==> src/rtl/param_calc_pkg.sv <==
// Shared definitions for the EEG window feature calculator (mean / std per sign class).
package param_calc_pkg;
  localparam int SIGN_BIT  = 17;
  localparam int INT_BITS  = 5;
  localparam int FRAC_BITS = 12;
  localparam int MAG_W     = INT_BITS + FRAC_BITS;
  localparam int MEAN_W    = 18;
  localparam int STD_W     = 19;
  // squared deviation kept at FRAC_BITS fraction bits
  localparam int SQ_W      = 2*MAG_W - FRAC_BITS;

  typedef enum logic [2:0] {
    S_IDLE, S_MEAN_RD, S_MEAN_DIV, S_STD_RD, S_VAR_DIV, S_SQRT, S_DONE
  } state_e;

  typedef struct packed {
    logic             sign;
    logic [MAG_W-1:0] mag;
  } sample_t;
endpackage

==> src/rtl/param_calc_sqrt.sv <==
// Iterative restoring integer square root, one result bit per cycle; root and remainder
// are valid while done pulses.
module param_calc_sqrt #(
  parameter int W = 34
) (
  input  logic           clk,
  input  logic           reset,
  input  logic           start,
  input  logic [W-1:0]   radicand,
  output logic [W/2-1:0] root,
  output logic [W/2+1:0] rem,
  output logic           done
);
  localparam int RW = W/2;
  localparam int CW = $clog2(RW+1);

  logic [W-1:0]    rad_q, rad_d;
  logic [RW-1:0]   root_q, root_d;
  logic [RW+1:0]   rem_q, rem_d, acc, trial;
  logic [CW-1:0]   cnt_q, cnt_d;
  logic            busy_q, busy_d, done_q, done_d;

  always_comb begin
    rad_d  = rad_q;
    root_d = root_q;
    rem_d  = rem_q;
    cnt_d  = cnt_q;
    busy_d = busy_q;
    done_d = 1'b0;
    acc    = (rem_q << 2) | (RW+2)'(rad_q[W-1:W-2]);
    trial  = {root_q, 2'b01};
    if (start) begin
      rad_d  = radicand;
      root_d = '0;
      rem_d  = '0;
      cnt_d  = CW'(RW);
      busy_d = 1'b1;
    end else if (busy_q) begin
      rad_d = rad_q << 2;
      if (acc >= trial) begin
        rem_d  = acc - trial;
        root_d = (root_q << 1) | RW'(1);
      end else begin
        rem_d  = acc;
        root_d = root_q << 1;
      end
      cnt_d = cnt_q - 1'b1;
      if (cnt_q == CW'(1)) begin
        busy_d = 1'b0;
        done_d = 1'b1;
      end
    end
  end

  always_ff @(posedge clk or posedge reset) begin
    if (reset) begin
      rad_q  <= '0;
      root_q <= '0;
      rem_q  <= '0;
      cnt_q  <= '0;
      busy_q <= 1'b0;
      done_q <= 1'b0;
    end else begin
      rad_q  <= rad_d;
      root_q <= root_d;
      rem_q  <= rem_d;
      cnt_q  <= cnt_d;
      busy_q <= busy_d;
      done_q <= done_d;
    end
  end

  assign root = root_q;
  assign rem  = rem_q;
  assign done = done_q;
endmodule

==> src/rtl/param_calc.sv <==
// Two-pass window reducer: pass 1 means, pass 2 population std, per sign class.
// Define PARAM_CALC_ROUND_EN to round divides and sqrt to nearest instead of truncating.
module param_calc
  import param_calc_pkg::*;
#(
  parameter int DATA_WIDTH = 18,
  parameter int ADDR_WIDTH = 8,
  parameter int N_SAMPLES  = 16
) (
  input  logic                  clk,
  input  logic                  reset,
  input  logic                  start,
  input  logic [DATA_WIDTH-1:0] pc_fifo_data,
  output logic [ADDR_WIDTH-1:0] pc_fifo_addr,
  output logic                  pc_fifo_read,
  output logic [MEAN_W-1:0]     mean_pos,
  output logic [STD_W-1:0]      std_pos,
  output logic [MEAN_W-1:0]     mean_neg,
  output logic [STD_W-1:0]      std_neg,
  output logic                  param_calc_finish
);
`ifdef PARAM_CALC_ROUND_EN
  localparam bit ROUND_EN = 1'b1;
`else
  localparam bit ROUND_EN = 1'b0;
`endif
  localparam int LOG_N   = (N_SAMPLES > 1) ? $clog2(N_SAMPLES) : 1;
  localparam int SUM_W   = MAG_W + LOG_N;
  localparam int SQS_W   = SQ_W + LOG_N;
  localparam int CNT_W   = $clog2(N_SAMPLES + 1);
  localparam int NUM_W   = SQS_W + 1;
  // quotient bit counts rounded up to even: the divider retires two bits per cycle
  localparam int QB_MEAN = MAG_W + (MAG_W % 2);
  localparam int QB_VAR  = SQ_W + (SQ_W % 2);
  localparam int QMAX    = QB_VAR;
  localparam int RT_W    = SQ_W + FRAC_BITS;
  localparam int RR_W    = RT_W/2;

  state_e                     state_q, state_d;
  logic [ADDR_WIDTH-1:0]      addr_q, addr_d;
  logic                       rd_q, rd_d;
  logic [1:0][SUM_W-1:0]      sum_q, sum_d;
  logic [1:0][SQS_W-1:0]      sqs_q, sqs_d;
  logic [1:0][CNT_W-1:0]      cnt_q, cnt_d;
  logic [1:0][MAG_W-1:0]      mean_r_q, mean_r_d;
  logic [1:0][SQ_W-1:0]       var_q, var_d;
  logic                       dcls_q, dcls_d;
  logic [4:0]                 dcyc_q, dcyc_d;
  logic [CNT_W-1:0]           drem_q, drem_d;
  logic [QMAX-1:0]            dsh_q, dsh_d, dquo_q, dquo_d;
  logic                       sq_start_q, sq_start_d;
  logic [MEAN_W-1:0]          mean_pos_q, mean_pos_d, mean_neg_q, mean_neg_d;
  logic [STD_W-1:0]           std_pos_q, std_pos_d, std_neg_q, std_neg_d;
  logic                       fin_q, fin_d;

  sample_t                    smp;
  logic [MAG_W-1:0]           diff;
  logic [2*MAG_W-1:0]         sq;
  logic [SQ_W-1:0]            term;
  logic                       is_var, last;
  logic [NUM_W-1:0]           dnum;
  logic [CNT_W-1:0]           dden, r, rem_ld;
  logic [CNT_W:0]             t;
  logic [QMAX-1:0]            sh, q, sh_ld;
  logic [4:0]                 dsteps;

  logic [1:0][RT_W-1:0]       sq_rad;
  logic [1:0][RR_W-1:0]       sq_root;
  logic [1:0][RR_W+1:0]       sq_rem;
  logic [1:0]                 sq_done, sq_bump;

  for (genvar g = 0; g < 2; g++) begin : g_sqrt
    assign sq_rad[g]  = {var_q[g], {FRAC_BITS{1'b0}}};
    assign sq_bump[g] = ROUND_EN && (sq_rem[g] > (RR_W+2)'(sq_root[g]));
    param_calc_sqrt #(.W(RT_W)) u_sqrt (
      .clk      (clk),
      .reset    (reset),
      .start    (sq_start_q),
      .radicand (sq_rad[g]),
      .root     (sq_root[g]),
      .rem      (sq_rem[g]),
      .done     (sq_done[g])
    );
  end

  // sample decode and squared deviation for the STD pass
  always_comb begin
    smp  = pc_fifo_data[SIGN_BIT:0];
    diff = (smp.mag >= mean_r_q[smp.sign]) ? smp.mag - mean_r_q[smp.sign]
                                           : mean_r_q[smp.sign] - smp.mag;
    sq   = diff * diff;
    term = SQ_W'(sq >> FRAC_BITS);
    last = (addr_q == ADDR_WIDTH'(N_SAMPLES - 1));
  end

  // shared divider datapath: load values and a two-bit restoring step
  always_comb begin
    is_var = (state_q == S_VAR_DIV);
    dsteps = is_var ? 5'(QB_VAR/2) : 5'(QB_MEAN/2);
    dden   = cnt_q[dcls_q];
    dnum   = is_var ? NUM_W'(sqs_q[dcls_q]) : NUM_W'(sum_q[dcls_q]);
    if (ROUND_EN) dnum = dnum + NUM_W'(dden >> 1);
    // quotient fits QB bits, so the bits above QB are already a valid partial remainder
    rem_ld = is_var ? CNT_W'(dnum >> QB_VAR) : CNT_W'(dnum >> QB_MEAN);
    sh_ld  = is_var ? QMAX'(dnum) : QMAX'(dnum << (QMAX - QB_MEAN));
    r = drem_q;
    sh = dsh_q;
    q = dquo_q;
    t = '0;
    for (int k = 0; k < 2; k++) begin
      t  = {r, sh[QMAX-1]};
      sh = sh << 1;
      if (t >= {1'b0, dden}) begin
        t = t - {1'b0, dden};
        q = (q << 1) | QMAX'(1);
      end else begin
        q = q << 1;
      end
      r = t[CNT_W-1:0];
    end
  end

  always_comb begin
    state_d    = state_q;
    addr_d     = addr_q;
    rd_d       = 1'b0;
    sum_d      = sum_q;
    sqs_d      = sqs_q;
    cnt_d      = cnt_q;
    mean_r_d   = mean_r_q;
    var_d      = var_q;
    dcls_d     = dcls_q;
    dcyc_d     = dcyc_q;
    drem_d     = drem_q;
    dsh_d      = dsh_q;
    dquo_d     = dquo_q;
    sq_start_d = 1'b0;
    mean_pos_d = mean_pos_q;
    mean_neg_d = mean_neg_q;
    std_pos_d  = std_pos_q;
    std_neg_d  = std_neg_q;
    fin_d      = 1'b0;
    case (state_q)
      S_IDLE: if (start) begin
        state_d = S_MEAN_RD;
        rd_d    = 1'b1;
        addr_d  = '0;
        sum_d   = '0;
        sqs_d   = '0;
        cnt_d   = '0;
      end
      S_MEAN_RD, S_STD_RD: if (!rd_q) begin
        if (state_q == S_MEAN_RD) begin
          sum_d[smp.sign] = sum_q[smp.sign] + SUM_W'(smp.mag);
          cnt_d[smp.sign] = cnt_q[smp.sign] + 1'b1;
        end else begin
          sqs_d[smp.sign] = sqs_q[smp.sign] + SQS_W'(term);
        end
        if (last) begin
          state_d = (state_q == S_MEAN_RD) ? S_MEAN_DIV : S_VAR_DIV;
          dcls_d  = 1'b0;
          dcyc_d  = '0;
        end else begin
          rd_d   = 1'b1;
          addr_d = addr_q + 1'b1;
        end
      end
      S_MEAN_DIV, S_VAR_DIV: begin
        if (dcyc_q == '0) begin
          drem_d = rem_ld;
          dsh_d  = sh_ld;
          dquo_d = '0;
          dcyc_d = 5'd1;
        end else begin
          drem_d = r;
          dsh_d  = sh;
          dquo_d = q;
          dcyc_d = dcyc_q + 1'b1;
          if (dcyc_q == dsteps) begin
            dcyc_d = '0;
            dcls_d = ~dcls_q;
            // empty class: result is defined as zero
            if (is_var) var_d[dcls_q]    = (dden == '0) ? '0 : SQ_W'(q);
            else        mean_r_d[dcls_q] = (dden == '0) ? '0 : MAG_W'(q);
            if (dcls_q) begin
              if (is_var) begin
                state_d    = S_SQRT;
                sq_start_d = 1'b1;
              end else begin
                state_d = S_STD_RD;
                rd_d    = 1'b1;
                addr_d  = '0;
              end
            end
          end
        end
      end
      S_SQRT: if (sq_done[0]) begin
        state_d    = S_DONE;
        fin_d      = 1'b1;
        mean_pos_d = MEAN_W'(mean_r_q[0]);
        mean_neg_d = MEAN_W'(mean_r_q[1]);
        std_pos_d  = STD_W'(sq_root[0]) + STD_W'(sq_bump[0]);
        std_neg_d  = STD_W'(sq_root[1]) + STD_W'(sq_bump[1]);
      end
      S_DONE:  state_d = S_IDLE;
      default: state_d = S_IDLE;
    endcase
  end

  always_ff @(posedge clk or posedge reset) begin
    if (reset) begin
      state_q    <= S_IDLE;
      addr_q     <= '0;
      rd_q       <= 1'b0;
      sum_q      <= '0;
      sqs_q      <= '0;
      cnt_q      <= '0;
      mean_r_q   <= '0;
      var_q      <= '0;
      dcls_q     <= 1'b0;
      dcyc_q     <= '0;
      drem_q     <= '0;
      dsh_q      <= '0;
      dquo_q     <= '0;
      sq_start_q <= 1'b0;
      mean_pos_q <= '0;
      mean_neg_q <= '0;
      std_pos_q  <= '0;
      std_neg_q  <= '0;
      fin_q      <= 1'b0;
    end else begin
      state_q    <= state_d;
      addr_q     <= addr_d;
      rd_q       <= rd_d;
      sum_q      <= sum_d;
      sqs_q      <= sqs_d;
      cnt_q      <= cnt_d;
      mean_r_q   <= mean_r_d;
      var_q      <= var_d;
      dcls_q     <= dcls_d;
      dcyc_q     <= dcyc_d;
      drem_q     <= drem_d;
      dsh_q      <= dsh_d;
      dquo_q     <= dquo_d;
      sq_start_q <= sq_start_d;
      mean_pos_q <= mean_pos_d;
      mean_neg_q <= mean_neg_d;
      std_pos_q  <= std_pos_d;
      std_neg_q  <= std_neg_d;
      fin_q      <= fin_d;
    end
  end

  assign pc_fifo_addr      = addr_q;
  assign pc_fifo_read      = rd_q;
  assign mean_pos          = mean_pos_q;
  assign mean_neg          = mean_neg_q;
  assign std_pos           = std_pos_q;
  assign std_neg           = std_neg_q;
  assign param_calc_finish = fin_q;
endmodule

==> config.mk <==
export PLATFORM = sky130hd
export DESIGN_NAME = param_calc
export DESIGN_NICKNAME = d
export VERILOG_FILES = /design/src/rtl/param_calc_pkg.sv /design/src/rtl/param_calc_sqrt.sv /design/src/rtl/param_calc.sv
export SDC_FILE = /design/constraint.sdc
export NUM_CORES = 2
export LEC_CHECK = 0
export CAP_MARGIN = 25
export CORE_ASPECT_RATIO = 1.25
export CORE_MARGIN = 3
export CORE_UTILIZATION = 60
export CTS_CLUSTER_SIZE = 24
export DETAILED_ROUTE_END_ITERATION = 10
export GPL_TIMING_DRIVEN = 0
export PLACE_DENSITY = 0.8
export SETUP_SLACK_MARGIN = 0.2
export SYNTH_ARGS = -nofsm -noshare
export SYNTH_HDL_FRONTEND = slang
export SYNTH_HIERARCHICAL = 1
export SYNTH_SLANG_ARGS = --single-unit
==> constraint.sdc <==
create_clock -name clk -period 26.9 [get_ports clk]
set_input_delay 4.035 -clock clk [delete_from_list [all_inputs] [get_ports clk]]
set_output_delay 4.035 -clock clk [all_outputs]
set_load 0.02 [all_outputs]
After elaboration in Yosys (flattened, before gate mapping) --
Cells that the tools add are included.
Storage, ports and cells: bits in registers 466, input bits 21, output and inout port bits 84, word-level logic and storage cells 231
Operators by class: add/sub/neg operators 13, $mul 1, order comparisons 9, eq/ne operators 20, mux-type cells 127, bitwise logic cells 5, reductions and logical operators 21
Operators with widths (number):
- $mux W17 | 15
- $mux W26 | 6
- $mux W52 | 3
- $mux W34 | 4
- $mux W42 | 3
- $mux W21 | 5
- $pmux W52 S2 | 1
- $mux W22 | 4
- $mux W5 | 17
- $pmux W42 S2 | 1
- $sub A17 B17 Y17 | 4
- $mux W8 | 7
- $bwmux W52 | 1
- $bwmux W44 | 1
- $bwmux W42 | 1
- $ge A19 B19 Y1 | 2
- $or A19 B2 Y19 | 2
- $bwmux W34 | 1
- $mul A17 B17 Y34 | 1
- $mux W1 | 31
- $mux W10 | 3
- $mux W3 | 9
- $add A26 B22 Y26 | 1
- $demux W26 S1 | 1
- other kinds (43) | 72

Depth between registers and ports, before layout --
depth after elaboration 10, gate-level depth with buffers 53, mapped depth without buffers 48

Hierarchy --
Netlist, hierarchy kept.
Modules (own cells, without submodules):
- param_calc | times used 1, cells an instance 2764, area an instance 25562.0 um^2, sequential area each 7932.6 um^2
- param_calc_sqrt | times used 2, cells an instance 497, area an instance 4715.8 um^2, sequential area each 1926.8 um^2

Least setup slack after synthesis --
OpenSTA, ideal clock, no wires.
kind input -> register, from in pc_fifo_data[17], to reg sqs_q[48] (netlist bit), library setup time 0.082 ns, arrival time 15.012 ns, data required time 26.818 ns, setup slack 11.806 ns, cell stages on the path 47, buffers on the path 6, cell sequence buf_1 > clkbuf_1 > clkbuf_1 > clkbuf_1 > mux2i_1 > inv_1 > ha_1 > buf_2 > and3_1 > and4_1 > o21ai_2 > o211ai_4 > buf_4 > mux2i_1 > xnor2_2 > clkinv_1 > nand2_1 > inv_1 > [... 11 more ...] > a21o_1 > a211o_1 > nor3b_1 > a21oi_4 > a21o_1 > xor2_1 > ha_1 > fa_1 > a21o_1 > a21oi_1 > o21bai_1 > a21oi_1 > o211a_1 > o221ai_1 > a41oi_1 > a21oi_1 > or2_2 > a31oi_1
On the way: cells in the longest elaborated chain, start to end 10, elaborated cells on any way between the ends 19, those cells by class 3 x add/sub; 1 x mul; 3 x order compare; 11 x mux; 1 x reduce/logical
RTL lines:
- start: declaration | RTL line param_calc.sv:13 | input logic [DATA_WIDTH-1:0] pc_fifo_data,
- $mux W17 (not written as such) (2 in a row) | RTL line param_calc.sv:89, param_calc.sv:90
- $sub A17 B17 Y17 (tied with other cells) | RTL line param_calc.sv:90 | : mean_r_q[smp.sign] - smp.mag;
- $mux W17 | RTL line param_calc.sv:89 | diff = (smp.mag >= mean_r_q[smp.sign]) ? smp.mag - mean_r_q[smp.sign]
- $mul A17 B17 Y34 | RTL line param_calc.sv:91 | sq = diff * diff;
- $add A26 B22 Y26 | RTL line param_calc.sv:157 | sqs_d[smp.sign] = sqs_q[smp.sign] + SQS_W'(term);
- $bwmux W52 * | RTL line param_calc.sv:157
- $mux W52 * | RTL line param_calc.sv:153 | if (state_q == S_MEAN_RD) begin
- $mux W52 * | RTL line param_calc.sv:152 | S_MEAN_RD, S_STD_RD: if (!rd_q) begin
- $pmux W52 S2 * | RTL line param_calc.sv:143 | case (state_q)
- end signal: assignment | RTL line param_calc.sv:237 | sqs_q <= sqs_d;
- end: declaration | RTL line param_calc.sv:43 | logic [1:0][SQS_W-1:0] sqs_q, sqs_d;
Every way passes the cells marked *; elsewhere a longest branch is shown, timed or not. The select of a mux whose other input is x is not followed. A chain may end at the register's enable or synchronous reset.

Final worst setup path --
from in pc_fifo_data[17], to reg sqs_q[51] (netlist bit)
The elaborated chain is that of the path after synthesis.

==> results.toml <==
[cts]
clk_pin_slew_worst_paths_ns = 0.06
cts_buffer_depth = 3
cts_root_buffer = "clkbuf_16"
htreeDepth = 2
hold_buffers = 0
cts_buffers = 47
cts-resized-gates = 0
clkLatencyLatePin_ns = 0.60
cts_tree = "yes"
post_cts_buffers = 0
clock_sinks = 466

[route]
wl_um = 90100
wl_per_cell_um = 19.4
dr.pass1.iters = 6
drcViolationCount = 0
drtIter0Drc = 2082
viasPerCell = 5.95
wl_met2_um = 45700
maxUsedRoutingLayer = "met4"
met1_length_um = 34800
ant_nets = 0
wl_met3_um = 5260
dr_total_vias = 27591

[sta]
fin_setup_tns_ns = 0
timing.final.ws_setup_ns = 8.15
relSlewSlack = 0.278
drv_slew = 0
clock.fmax_mhz = 53.3
setup_viol = 0
post-route-min-period_ns = 18.75
tightest_slew_ns = 1.08
hold_violations = 0
min_period_over_period = 0.697
rsz0062_at_grt = "no"
clock_skew_ns = 0.0355

[critical_path]
path_buf_inv = 14
crit_family = "buffers and inverters"
cp.arrival_ns = 19.29
max_stage_delay_ns = 0.77
r2r-start = "mean_r_q[0]"
cp.required_ns = 27.44
cp-start-kind = "primary input"
cpMaxStageDelayCell = "clkbuf_1"
r2r_slack_ns = 14.08
worst_path_most_repeated_cell = "clkbuf_1"
worst-path-max-fanout = 10
critPathKind = "in2reg"
cp-startpoint = "pc_fifo_data[17]"
crit_path_end_kind = "flop"

[placed_design]
dp_hpwl_um = 68900
io_buffers = 98
finalWeightedCongestion = 0.953
pre_cts_ws_ns = 7.68

[finish]
multi_input_area_um2 = 20500
drive_above_1_share = 0.0639
fin_nets = 4311
syn2layout_area_growth_pct = 10.7
fillers = 4404
diodes = 0
regArea_um2 = 11700

[grt]
antenna_found_initial = 0
grt_pass1_vias = 28101
grt_pass1_wl_um = 146000
grt_usage = 0.305
overflow = 0
grt_max_degree = 135

[synth]
synth_area_per_cell_um2 = 9.35
yosysWarningCount = 6
synthCells = 3674
synth.cell_area_um2 = 34300

[die]
io_pins = 105
die-area_um2 = 60200
fp.dieH_um = 274
initial_core_util = 0.610
fp.dieW_um = 220
std_cell_rows = 97
coreArea_um2 = 56300

[hold_path]
min_path_type = "reg2reg"
min_from = "std_neg[8]"

[job]
maxCapViolCount = 0

[outcome]
status = "finished clean"
[metal layers]
metal / vias up / global-route usage
met5: - / 0
met4: 0 / 0.132
met3: 229 / 0.0406
met2: 990 / 0.541
met1: 13629 / 0.373
li1: 12743 / -
[through the flow]
stage | util | instance area, um^2 | hold slack [ns] | cells
final | 0.675 | 38000 | 0.473 | 4636
after floorplan | - | 34500 | 0.439 | 3703
after detailed placement | 0.648 | 36500 | 0.459 | 4549
after global placement | 0.646 | 36400 | 0.449 | 4543
after global routing | 0.675 | 38000 | 0.498 | 4636
after CTS | 0.675 | 38000 | 0.466 | 4634
[cells in the final DEF, fill, tap and decap left out, types with 22 or more instances in the layout]
cell type	count
fa_1	196
nor3_1	22
conb_1	30
clkbuf_16	48
nand2_1	632
clkdlybuf4s50_1	98
xor2_1	35
nand3_1	51
xnor2_1	77
a21o_1	50
dfrtp_1	466
mux2_2	50
mux2i_1	149
ha_1	236
clkbuf_1	134
a211oi_1	31
inv_1	386
a22o_1	82
nor2_1	232
a21oi_1	115
nand2b_1	46
a31oi_1	35
o21ai_0	241
nand4_1	26
[sequential cells by signal, indices dropped and copies added, names as in the netlist, 5 cells and up]
register	flops
g_sqrt.u_sqrt/cnt_q	10
dquo_q	20
sq_rad	44
dsh_q	22
std_neg	17
mean_neg	17
pc_fifo_addr	8
drem_q	5
cnt_q	10
std_pos	17
mean_r_q	34
sum_q	42
dcyc_q	5
sqs_q	52
mean_pos	17
g_sqrt.u_sqrt/root	34
g_sqrt.u_sqrt/rem	34
g_sqrt.u_sqrt/rad_q	68
[final cells by class]
| type | instances | share of cell area |
|---|---|---|
| Clock inverter | 14 | 0.00316 |
| Clock buffer | 71 | 0.0365 |
| Buffer | 176 | 0.0217 |
| Multi-Input combinational cell | 2666 | 0.539 |
| Tap cell | 742 | 0.0244 |
| Sequential cell | 466 | 0.307 |
| Timing Repair Buffer | 106 | 0.0294 |
| Inverter | 395 | 0.0393 |
[worst register-to-register path, delay by kind of cell, from the launching register on]
family	cells	cell delay, ns
AOI/OAI and AO/OA	19	4.34
muxes	2	0.72
DFF	1	0.42
xor gates and xnor gates	2	0.67
and+or+nand+nor	4	0.90
buffers and inverters	9	1.80
adders and majority gates	9	3.95
[worst paths after layout]
path,cells after the start,end
max,50,sqs_q[51]
min,2,std_neg[8]
max reg2reg,45,sqs_q[51]
min reg2reg,2,std_neg[8]
max in group asynchronous,4,sqs_q[45]
min in group asynchronous,2,g_sqrt[1].u_sqrt/rad_q[33]
Power is not shown: default switching activity piles up to over one toggle a cycle in this logic, so the estimate is an artifact.
